## config.mk

```make
export PLATFORM = sky130hd
export DESIGN_NAME = pc_stall_unit_flat
export DESIGN_NICKNAME = d
export VERILOG_FILES = /design/src/rtl/pc_stall_unit_if.sv /design/src/rtl/pc_stall_unit.sv /design/src/flat_wrapper.sv
export SDC_FILE = /design/constraint.sdc
export NUM_CORES = 1
export LEC_CHECK = 0
export BUFFER_PORTS_ARGS = -buffer_cell sky130_fd_sc_hd__clkbuf_2
export CAP_MARGIN = 10
export CORE_MARGIN = 1
export CORE_UTILIZATION = 44
export CTS_BUF_LIST = sky130_fd_sc_hd__clkbuf_16
export DETAILED_ROUTE_END_ITERATION = 7
export PLACE_DENSITY = 0.68
export SLEW_MARGIN = 40
export SYNTH_ARGS = -nofsm -noshare
export SYNTH_HDL_FRONTEND = slang
export SYNTH_SLANG_ARGS = --single-unit
```

## constraint.sdc

```tcl
create_clock -name clk -period 3.6 [get_ports clk]
set_clock_uncertainty 0.15 [all_clocks]
set_input_delay 0.54 -clock clk [delete_from_list [all_inputs] [get_ports clk]]
set_output_delay 0.54 -clock clk [all_outputs]
set_load 0.03 [all_outputs]
```

## src/rtl/pc_stall_unit_if.sv

```systemverilog
// ----------------------------------------------------------------------------
// pc_stall_unit_if
//   Bundle between the PC stage and its neighbours (hazard unit, EX redirect,
//   IF/ID stage).
//
//   Parameters
//     ADDR_W : width of the PC and of the redirect target
//     CNT_W  : width of the stall counter
//
//   Signals
//     stall          hazard unit requests that the PC hold
//     redirect       taken branch/jump from EX
//     redirect_addr  redirect target address
//     pc             current fetch address
//     pc_prev        PC value before the most recent update
//     pc_valid       PC stage has left its post-reset state
//     flush          one-cycle squash pulse to IF/ID after a taken redirect
//     stall_cnt      consecutive stalled cycles, saturating
//     stall_timeout  stall has lasted at least the timeout threshold
//     misalign       odd redirect target rejected (alignment-check builds only)
//
//   Modports
//     master : pipeline side; drives stall/redirect and observes the PC
//     slave  : the PC stage itself
// ----------------------------------------------------------------------------
interface pc_stall_unit_if #(
    parameter int ADDR_W = 16,
    parameter int CNT_W  = 3
);
    logic              stall;
    logic              redirect;
    logic [ADDR_W-1:0] redirect_addr;
    logic [ADDR_W-1:0] pc;
    logic [ADDR_W-1:0] pc_prev;
    logic              pc_valid;
    logic              flush;
    logic [CNT_W-1:0]  stall_cnt;
    logic              stall_timeout;
    logic              misalign;

    modport master (
        output stall,
        output redirect,
        output redirect_addr,
        input  pc,
        input  pc_prev,
        input  pc_valid,
        input  flush,
        input  stall_cnt,
        input  stall_timeout,
        input  misalign
    );

    modport slave (
        input  stall,
        input  redirect,
        input  redirect_addr,
        output pc,
        output pc_prev,
        output pc_valid,
        output flush,
        output stall_cnt,
        output stall_timeout,
        output misalign
    );
endinterface

```

## src/rtl/pc_stall_unit.sv

```systemverilog
// ----------------------------------------------------------------------------
// pc_stall_unit
//   Program-counter stage. Produces the fetch address from three sources in
//   priority order: redirect (branch/jump), stall hold, sequential increment.
//   Counts consecutive stalled cycles in a saturating counter, raises a
//   timeout flag on runaway stalls and pulses a one-cycle flush to IF/ID on
//   every taken redirect. All state changes on the falling clock edge.
//
//   Parameters
//     ADDR_W    : PC / redirect address width
//     INC_STEP  : amount added to the PC on a normal advance
//     RESET_VEC : PC value after reset
//     CNT_W     : stall counter width
//     MAX_STALL : stall count at which stall_timeout is raised
//                 (must not exceed 2**CNT_W-1)
//
//   Ports
//     clk    : pipeline clock, state updates on negedge
//     reset  : asynchronous, active-low reset
//     bus    : pc_stall_unit_if.slave (stall, redirect, redirect_addr in;
//              pc, pc_prev, pc_valid, flush, stall_cnt, stall_timeout,
//              misalign out; all outputs registered)
//
//   Build option
//     PC_ALIGN_CHECK_EN : when defined, a redirect to an odd address is not
//     taken; the cycle behaves as stall/advance and misalign pulses for one
//     cycle instead of flush. When undefined, misalign is constant 0.
// ----------------------------------------------------------------------------
module pc_stall_unit #(
    parameter int                ADDR_W    = 16,
    parameter int                INC_STEP  = 1,
    parameter logic [ADDR_W-1:0] RESET_VEC = '0,
    parameter int                CNT_W     = 3,
    parameter int                MAX_STALL = 6
) (
    input  logic             clk,
    input  logic             reset,
    pc_stall_unit_if.slave   bus
);

    localparam logic [0:0] ST_BOOT = 1'b0;
    localparam logic [0:0] ST_RUN  = 1'b1;

    logic [0:0]        state_q,         state_d;
    logic [ADDR_W-1:0] pc_q,            pc_d;
    logic [ADDR_W-1:0] pc_prev_q,       pc_prev_d;
    logic              pc_valid_q,      pc_valid_d;
    logic              flush_q,         flush_d;
    logic [CNT_W-1:0]  stall_cnt_q,     stall_cnt_d;
    logic              stall_timeout_q, stall_timeout_d;
    logic              misalign_q,      misalign_d;

    logic              redirect_take;
    logic              redirect_reject;

    // Counter sticks at all-ones instead of wrapping back to zero.
    function automatic logic [CNT_W-1:0] sat_inc(input logic [CNT_W-1:0] c);
        if (&c) begin
            return c;
        end
        return c + CNT_W'(1);
    endfunction

`ifdef PC_ALIGN_CHECK_EN
    assign redirect_take   = bus.redirect & ~bus.redirect_addr[0];
    assign redirect_reject = bus.redirect &  bus.redirect_addr[0];
`else
    assign redirect_take   = bus.redirect;
    assign redirect_reject = 1'b0;
`endif

    always_comb begin
        state_d         = state_q;
        pc_d            = pc_q;
        pc_prev_d       = pc_prev_q;
        pc_valid_d      = pc_valid_q;
        flush_d         = 1'b0;
        stall_cnt_d     = stall_cnt_q;
        stall_timeout_d = stall_timeout_q;
        misalign_d      = 1'b0;

        case (state_q)
            ST_BOOT: begin
                // First fetch is at the reset vector; stall/redirect ignored.
                pc_valid_d = 1'b1;
                state_d    = ST_RUN;
            end
            default: begin
                misalign_d = redirect_reject;
                if (redirect_take) begin
                    // Redirect wins over stall; the squashed instruction is
                    // removed by the flush pulse.
                    pc_d            = bus.redirect_addr;
                    pc_prev_d       = pc_q;
                    flush_d         = 1'b1;
                    stall_cnt_d     = '0;
                    stall_timeout_d = 1'b0;
                end else if (bus.stall) begin
                    stall_cnt_d     = sat_inc(stall_cnt_q);
                    stall_timeout_d = (int'(sat_inc(stall_cnt_q)) >= MAX_STALL);
                end else begin
                    // Wraps silently from all-ones to zero.
                    pc_d            = pc_q + ADDR_W'(INC_STEP);
                    pc_prev_d       = pc_q;
                    stall_cnt_d     = '0;
                    stall_timeout_d = 1'b0;
                end
            end
        endcase
    end

    always_ff @(negedge clk or negedge reset) begin
        if (!reset) begin
            state_q         <= ST_BOOT;
            pc_q            <= RESET_VEC;
            pc_prev_q       <= RESET_VEC;
            pc_valid_q      <= 1'b0;
            flush_q         <= 1'b0;
            stall_cnt_q     <= '0;
            stall_timeout_q <= 1'b0;
            misalign_q      <= 1'b0;
        end else begin
            state_q         <= state_d;
            pc_q            <= pc_d;
            pc_prev_q       <= pc_prev_d;
            pc_valid_q      <= pc_valid_d;
            flush_q         <= flush_d;
            stall_cnt_q     <= stall_cnt_d;
            stall_timeout_q <= stall_timeout_d;
            misalign_q      <= misalign_d;
        end
    end

    assign bus.pc            = pc_q;
    assign bus.pc_prev       = pc_prev_q;
    assign bus.pc_valid      = pc_valid_q;
    assign bus.flush         = flush_q;
    assign bus.stall_cnt     = stall_cnt_q;
    assign bus.stall_timeout = stall_timeout_q;
    assign bus.misalign      = misalign_q;

endmodule

```

## src/flat_wrapper.sv

```systemverilog
// flat-port wrapper written by rule: the top's interface ports become plain ports
module pc_stall_unit_flat 
#(
    parameter int                ADDR_W    = 16,
    parameter int                INC_STEP  = 1,
    parameter logic [ADDR_W-1:0] RESET_VEC = '0,
    parameter int                CNT_W     = 3,
    parameter int                MAX_STALL = 6
)
  (clk, reset, bus_stall, bus_redirect, bus_redirect_addr, bus_pc, bus_pc_prev, bus_pc_valid, bus_flush, bus_stall_cnt, bus_stall_timeout, bus_misalign);
  pc_stall_unit_if #(.ADDR_W(ADDR_W), .CNT_W(CNT_W)) bus_i ();
  input  logic clk;
  input  logic reset;
  input wire logic [$bits(bus_i.stall)-1:0] bus_stall;
  input wire logic [$bits(bus_i.redirect)-1:0] bus_redirect;
  input wire logic [$bits(bus_i.redirect_addr)-1:0] bus_redirect_addr;
  output wire logic [$bits(bus_i.pc)-1:0] bus_pc;
  output wire logic [$bits(bus_i.pc_prev)-1:0] bus_pc_prev;
  output wire logic [$bits(bus_i.pc_valid)-1:0] bus_pc_valid;
  output wire logic [$bits(bus_i.flush)-1:0] bus_flush;
  output wire logic [$bits(bus_i.stall_cnt)-1:0] bus_stall_cnt;
  output wire logic [$bits(bus_i.stall_timeout)-1:0] bus_stall_timeout;
  output wire logic [$bits(bus_i.misalign)-1:0] bus_misalign;
  assign bus_i.stall = bus_stall;
  assign bus_i.redirect = bus_redirect;
  assign bus_i.redirect_addr = bus_redirect_addr;
  assign bus_pc = bus_i.pc;
  assign bus_pc_prev = bus_i.pc_prev;
  assign bus_pc_valid = bus_i.pc_valid;
  assign bus_flush = bus_i.flush;
  assign bus_stall_cnt = bus_i.stall_cnt;
  assign bus_stall_timeout = bus_i.stall_timeout;
  assign bus_misalign = bus_i.misalign;
  pc_stall_unit #(.ADDR_W(ADDR_W), .INC_STEP(INC_STEP), .RESET_VEC(RESET_VEC), .CNT_W(CNT_W), .MAX_STALL(MAX_STALL)) u_core (.clk(clk), .reset(reset), .bus(bus_i));
endmodule
```

==> flow_summary.ini, run 1 <==
[min_path]
hold_start = u_core.bus.pc_valid
holdCritPathClass = flip-flop to flip-flop

[worst_setup_path]
max_stage_delay_ns = 0.51
path_buf_inv = 1
path_delay_family = flip-flops
startpoint = u_core.bus.pc[10]
crit_path_top_delay_cell = dfrtn_1
r2r_start = u_core.bus.pc[0]
start_kind = flip-flop
cp_cell_sequence = clkbuf_2
rrSetupSlack_ns = 1.58
critical_path_arrival_ns = 2.86
crit_type = flip-flop to output pin
worstPathMaxFanout = 6
required_ns = 2.91
cp-end-kind = output pin

[placed_design]
dp_hpwl_mm = 3.55
gp_congestion = 0.814
port_buffers = 57
placed_cells = 342
dp_slack_ns = -0.0384

[die]
coreArea_um2 = 4140
die_x_um = 68.8
pin_count = 59
die_area_um2 = 4730
initial_core_util = 0.474
rows = 23
fp.dieH_um = 68.8

[routing]
dr_wl_met2_mm = 2.25
first_pass_iters = 4
drt-met1-wl_mm = 2.27
viasPerCell = 5.24
top_layer_used = met4
route.antenna.remaining_nets = 0
drt_iter0_drc = 145
wl_per_cell_um = 13.8
route.met3.wl_um = 228
drc = 0
finalWirelength_mm = 4.82
via_count = 1833

[layout]
area_growth_pct = 31.7
layout_commonest_cell = clkbuf_2
drive_gt1_frac = 0.307
register_area_um2 = 976
final_cell_mix = clkbuf_2, nand2_1, dfrtn_1
fin_nets = 324
fin_cells = 350
multiInputGateArea_um2 = 891
num-fill-cells = 393
n_antenna_cell = 0

[global_route]
grt_max_degree = 19
grt.overflow.total = 0
grt_pass1_wl_mm = 7.58
grtUsageTotal = 0.224
antenna_found_initial = 0
grt_pass1_vias = 1614

[yosys]
yosysTopAreaCell = dfrtn_1
synth_edf_count = 0
synth_area_per_cell_um2 = 8.73
synthDistinctLibCells = 42
synth_ff_type = dfrtn_1
ys_ff_latch = 39
syn_area_um2 = 1960
ys_seq_area_frac = 0.497
synth_area_leaders = dfrtn_1, nand2_1, o21ai_0
synthArstFlopShare = 1.00
synth_nets = 248
yosysWarnings = 0
syn_inst = 225
synth_top_area_frac = 0.497

[cts]
clock_path_buffers = 2
root_buffer = clkbuf_16
cts.sinks = 39
cts_hold_buf = 0
cts_made_buffers = 5
cts_resized = 0
clk_pin_slew_ns = 0.04
cts_tree = yes
clk_latency_ns = 0.30
postCtsSetupBuffers = 0
cts-htree-levels = 2

[pwr]
powerDensity_nw_per_um2 = 542
ir_worst_vdd_mv = 0.275
p_leak_nw = 1.33

[job]
drv_cap = 0

[sta]
hold_viol = 0
setup_violations = 0
drv_slew = 0
setup_ws_ns = 0.0502
rsz0062_at_grt = no

[status]
status = complete, no violations
kinds of logic after synthesis:
group	after synthesis	share of synthesized area
buffers and inverters	23	0.0510
xor gates and xnor gates	1	0.00446
DFF	39	0.497
muxes	4	0.0204
other	2	0.00383
adders and majority gates	3	0.0191
AOI/OAI and AO/OA	51	0.166
and+or+nand+nor	102	0.238
routing by layer:
| layer | up-vias | global-route usage |
|---|---|---|
| met5 | - | 0 |
| met4 | 0 | 0.0842 |
| met3 | 7 | 0.0543 |
| met2 | 46 | 0.348 |
| met1 | 853 | 0.302 |
| li1 | 927 | - |
worst paths after layout:
path	endpoint	cells past startpoint
setup / recovery	bus_pc[10]	1
hold / removal	u_core.bus.pc_valid	1
setup reg to reg	u_core.bus.pc[10]	7
hold reg to reg	u_core.bus.pc_valid	1
max in group asynchronous	u_core.bus.stall_cnt[0]	2
min in group asynchronous	u_core.bus.pc_prev[10]	1
through the flow:
stage | TNS [ns] | power [mW] | cell area, um2 | util | hold WS, ns
finish | 0 | 1.40 | 2580 | 0.624 | 0.269
global route | 0 | 1.48 | 2580 | 0.624 | 0.286
CTS | 0 | 1.41 | 2570 | 0.620 | 0.269
detailed placement | -0.0384 | 1.00 | 2440 | 0.589 | 0.266
global placement | 0 | 0.997 | 2440 | 0.589 | 0.261
floorplan | 0 | 0.844 | 1960 | - | 0.225
area by class of cell:
cell class                      instances  area share
Tap cell                               50      0.0242
Clock inverter                          1     0.00145
Timing Repair Buffer                   83       0.191
Multi-Input combinational cell        163       0.345
Sequential cell                        39       0.378
Clock buffer                            5      0.0484
Inverter                                9      0.0131
worst register-to-register path: stages, from the launching register on:
cell     delay [ns]
dfrtn_1        0.41
buf_4          0.14
ha_1           0.24
nand4_1        0.22
nor3_1         0.31
buf_4          0.17
and3_1         0.15
nor3_1         0.05
cells in the mapped netlist (all sizes together), types with 2 or more instances:
cell type   n
nand2      55
buf         7
nor2b       2
conb        2
mux2i       4
inv         9
a21o        2
or3         2
clkbuf      7
o21a        2
a21oi      11
o21ai      16
nor3        5
dfrtn      39
a211oi      3
a311oi      3
a221oi      2
nand3       5
nor4        2
and3        5
nor2       15
o22ai       4
nand4       4
nand2b      3
ha          3
report_power, final:
| group | leakage [nW] | switching, mW | internal [mW] |
|---|---|---|---|
| sequential | 0.478 | 0.0544 | 0.513 |
| clock | 0.0669 | 0.154 | 0.246 |
| combinational | 0.790 | 0.287 | 0.146 |
flip-flops by register name, summed over array words and instances, names as in the netlist:
register / flops
u_core.bus.flush: 1
u_core.bus.pc: 16
u_core.bus.pc_prev: 16
u_core.bus.pc_valid: 1
u_core.bus.stall_cnt: 3
u_core.bus.stall_timeout: 1
u_core.state_q: 1
(Power assumes the default switching activity.)
==> inputs of run 2 (changes only) <==
Settings changed: REMOVE_ABC_BUFFERS set to 1.
==> run 2 against run 1 <==
Utilization shrank 1.1 points. Largest power group unchanged. Non-clock buffer count shrank 6. Setup slack gained 0.0012 ns. Register-to-register slack gained 0.10 ns. Total power shrank 1.2%.
==> flow_summary.ini, run 2 (synthesis results as in run 1) <==
[die]
pin_count = 59
die_x_um = 68.8
coreArea_um2 = 4140
rows = 23
die_area_um2 = 4730
fp.dieH_um = 68.8
initial_core_util = 0.474

[layout]
num-fill-cells = 392
register_area_um2 = 976
fin_nets = 318
multiInputGateArea_um2 = 891
n_antenna_cell = 0
stdcell_area_um2 = 2540
final_util = 0.613
final_cell_mix = clkbuf_2, nand2_1, dfrtn_1
layout_commonest_cell = clkbuf_2
drive_gt1_frac = 0.293
area_growth_pct = 29.4

[global_route]
antenna_found_initial = 0
use_met3 = 0.0576
use_met1 = 0.278
grt_pass1_wl_mm = 7.37
met2_usage = 0.337
grtUsageTotal = 0.212
grt_pass1_vias = 1648
grt.overflow.total = 0
grt_max_degree = 40
grt.busiest_layer = met2

[worst_setup_path]
ff2ff_path_depth = 7
required_ns = 2.91
path_depth = 1
worstPathMaxFanout = 7
startpoint = u_core.bus.pc[4]
path_delay_family = flip-flops
crit_type = flip-flop to output pin
max_stage_delay_ns = 0.51
critical_path_arrival_ns = 2.86
cp_cell_sequence = clkbuf_2
r2r_start = u_core.bus.pc[0]
cp-end-kind = output pin
start_kind = flip-flop
crit_path_top_delay_cell = dfrtn_1
path_buf_inv = 1

[pwr]
powerDensity_nw_per_um2 = 545
ir_worst_vdd_mv = 0.368
p_leak_nw = 1.31

[routing]
finalWirelength_mm = 4.52
via_count = 1830
drc = 0
wl_per_cell_um = 13.1
drt_iter0_drc = 135
viasPerCell = 5.32
first_pass_iters = 4
route.antenna.remaining_nets = 0

[status]
status = complete, no violations

[cts]
clock_path_buffers = 2
cts_tree = yes
cts.sinks = 39
cts_resized = 0
cts_hold_buf = 0
cts_made_buffers = 5
cts-htree-levels = 2
clk_pin_slew_ns = 0.04
root_buffer = clkbuf_16
clk_latency_ns = 0.30

[placed_design]
dpl_cell_area_um2 = 2380
port_buffers = 57
gp_congestion = 0.839
dp_hpwl_mm = 3.31

[sta]
hold_ws_ns = 0.268
setup_violations = 0
hold_viol = 0
drv_slew = 0
rsz0062_at_grt = no

[min_path]
holdPathStages = 2
holdCritPathClass = flip-flop to flip-flop
hold_start = u_core.bus.pc_prev[9]

[job]
drv_cap = 0
==> run 2: cell types whose count changed in the layout (fill, tap and decap cells not counted) <==
cell / delta
buf_4: -6
==> run 2: tightest hold or removal path, cell delays in order, from the launching register on <==
cell and delay (ns):
dfrtn_1 0.40, nand2_1 0.05, nand2_1 0.05
==> run 2: area by class of cell <==
type,instances,share of cell area
Clock buffer,5,0.0493
Sequential cell,39,0.384
Timing Repair Buffer,77,0.176
Clock inverter,1,0.00148
Tap cell,50,0.0246
Multi-Input combinational cell,163,0.351
Inverter,9,0.0133
==> run 2: stage by stage <==
step	power [mW]	worst slack (ns)	cells	setup TNS [ns]
after floorplan	0.832	-0.787	211	-10.45
after global placement	0.979	0.0464	334	0
after detailed placement	0.986	0.0123	334	0
after CTS	1.39	0.0128	341	0
after global routing	1.47	0.00515	344	0
final	1.38	0.0515	344	0
==> run 2: what timing repair did <==
action	CTS	global route
cloned	0	0
setup buffers	1	3
endpoints found under the setup margin	1	2
==> run 2: per-layer routing <==
layer | share of wire | vias up
met5 | 0 | -
met4 | 0.019 | 0
met3 | 0.047 | 9
met2 | 0.46 | 50
met1 | 0.47 | 855
li1 | - | 916
==> run 2: path summary, 6_finish.rpt <==
kind | endpoint | slack (ns)
worst max register to register | u_core.bus.pc[8] | 1.68
worst min-delay path | u_core.bus.pc_prev[9] | 0.27
worst min register to register | u_core.bus.pc_prev[9] | 0.27
min in group asynchronous | u_core.bus.pc_prev[12] | 1.83
max in group asynchronous | u_core.bus.pc_prev[6] | 1.10
worst max-delay path | bus_pc[4] | 0.05
==> run 2: power breakdown <==
part | total (mW) | internal, mW | switching, mW
clock | 0.396 | 0.246 | 0.150
combinational | 0.418 | 0.140 | 0.278
sequential | 0.570 | 0.513 | 0.0569
total | 1.38 | 0.899 | 0.485
==> inputs of run 3 (changes only) <==
Clock period 3.6 ns to 3.42 ns, I/O delays scaled along.
==> run 3 against run 2 <==
Critical path depth unchanged. Flip-flop and latch count unchanged. Hold slack got worse by 0.0017 ns.
==> flow_summary.ini, run 3 (synthesis results as in run 1) <==
[pwr]
ir_worst_vdd_mv = 0.377
powerDensity_nw_per_um2 = 567
p_leak_nw = 1.36

[worst_setup_path]
worstPathMaxFanout = 6
max_stage_delay_ns = 0.48
crit_path_top_delay_cell = dfrtn_1
crit_type = flip-flop to output pin
path_delay_family = flip-flops
required_ns = 2.76
cp_cell_sequence = clkbuf_4
start_kind = flip-flop
rrSetupSlack_ns = 1.36
path_buf_inv = 1
critical_path_arrival_ns = 2.71
cp-end-kind = output pin

[die]
initial_core_util = 0.474
rows = 23
pin_count = 59
fp.dieH_um = 68.8
die_area_um2 = 4730
die_x_um = 68.8
coreArea_um2 = 4140

[routing]
drc = 0
drt_iter0_drc = 133
viasPerCell = 5.19
route.antenna.remaining_nets = 0
first_pass_iters = 4
via_count = 1843
wl_per_cell_um = 13.1
finalWirelength_mm = 4.64

[sta]
hold_ws_ns = 0.266
hold_viol = 0
drv_slew = 0
setup_tns_ns = 0
rsz0062_at_grt = no
setup_violations = 0

[min_path]
holdCritPathClass = flip-flop to flip-flop

[layout]
fin_nets = 327
n_antenna_cell = 0
layout_commonest_cell = nand2_1
num-fill-cells = 385
area_growth_pct = 34.3
multiInputGateArea_um2 = 891
register_area_um2 = 976
stdcell_area_um2 = 2640
final_cell_mix = nand2_1, clkbuf_2, dfrtn_1
drive_gt1_frac = 0.315

[global_route]
grt_pass1_vias = 1630
grt_pass1_wl_mm = 7.49
grt_max_degree = 40
grtUsageTotal = 0.215
grt.overflow.total = 0
antenna_found_initial = 0

[cts]
cts.sinks = 39
cts_made_buffers = 5
cts-htree-levels = 2
root_buffer = clkbuf_16
clock_path_buffers = 2
clk_pin_slew_ns = 0.04
clk_latency_ns = 0.30
cts_tree = yes

[placed_design]
port_buffers = 57
dpl_cell_area_um2 = 2480
dp_hpwl_mm = 3.39
gp_congestion = 0.865

[job]
drv_cap = 0

[status]
status = complete, no violations
[run 3: changes by cell type in the layout (fill, tap and decap cells not counted)]
cell,delta
buf_4,+8
clkbuf_2,-3
clkbuf_4,+3
buf_12,+1
clkinv_2,+1
inv_1,+1
[run 3: layout make-up]
class,instances,share of cell area
inverter,9,0.0128
tap,50,0.0237
multi-input combinational,163,0.338
clock buffer,5,0.0475
sequential,39,0.370
timing repair buffer,86,0.203
clock inverter,3,0.00475
[run 3: worst paths after layout]
| path | startpoint | to | cells past startpoint |
|---|---|---|---|
| setup / recovery | u_core.bus.pc[5] | bus_pc[5] | 1 |
| max in group asynchronous | reset | u_core.bus.pc[6] | 2 |
| hold reg to reg | u_core.bus.pc_valid | u_core.bus.pc_valid | 1 |
| hold / removal | u_core.bus.pc_valid | u_core.bus.pc_valid | 1 |
| min in group asynchronous | reset | u_core.bus.pc_prev[12] | 2 |
| setup reg to reg | u_core.bus.pc[0] | u_core.bus.pc[8] | 6 |
[run 3: metal layers]
layer	up-vias	global-route usage	share of wire
li1	936	-	-
met1	844	0.293	0.48
met2	57	0.336	0.46
met3	6	0.0526	0.054
met4	0	0.0689	0.014
met5	-	0	0
[run 3: metrics by stage]
| stage | std cells | utilization | setup WS (ns) | power (mW) |
|---|---|---|---|---|
| floorplan | 211 | - | -0.850 | 0.875 |
| global placement | 346 | 0.599 | -0.0159 | 1.06 |
| detailed placement | 346 | 0.599 | -0.0943 | 1.06 |
| CTS | 355 | 0.635 | 0.0249 | 1.51 |
| global route | 355 | 0.636 | 0.000705 | 1.59 |
| finish | 355 | 0.636 | 0.0426 | 1.50 |
[run 3: repair_timing]
| action | CTS | global route |
|---|---|---|
| gates resized for setup | 1 | 4 |
| hold buffers | 0 | 0 |
| buffers inserted | 1 | 0 |
| hold endpoints to repair | 0 | 0 |
| setup endpoints to repair | 1 | 2 |
[run 3: report_power, final]
part           internal, mW  switching, mW
clock                 0.263          0.171
combinational         0.165          0.310
sequential            0.540         0.0465
total                 0.968          0.528
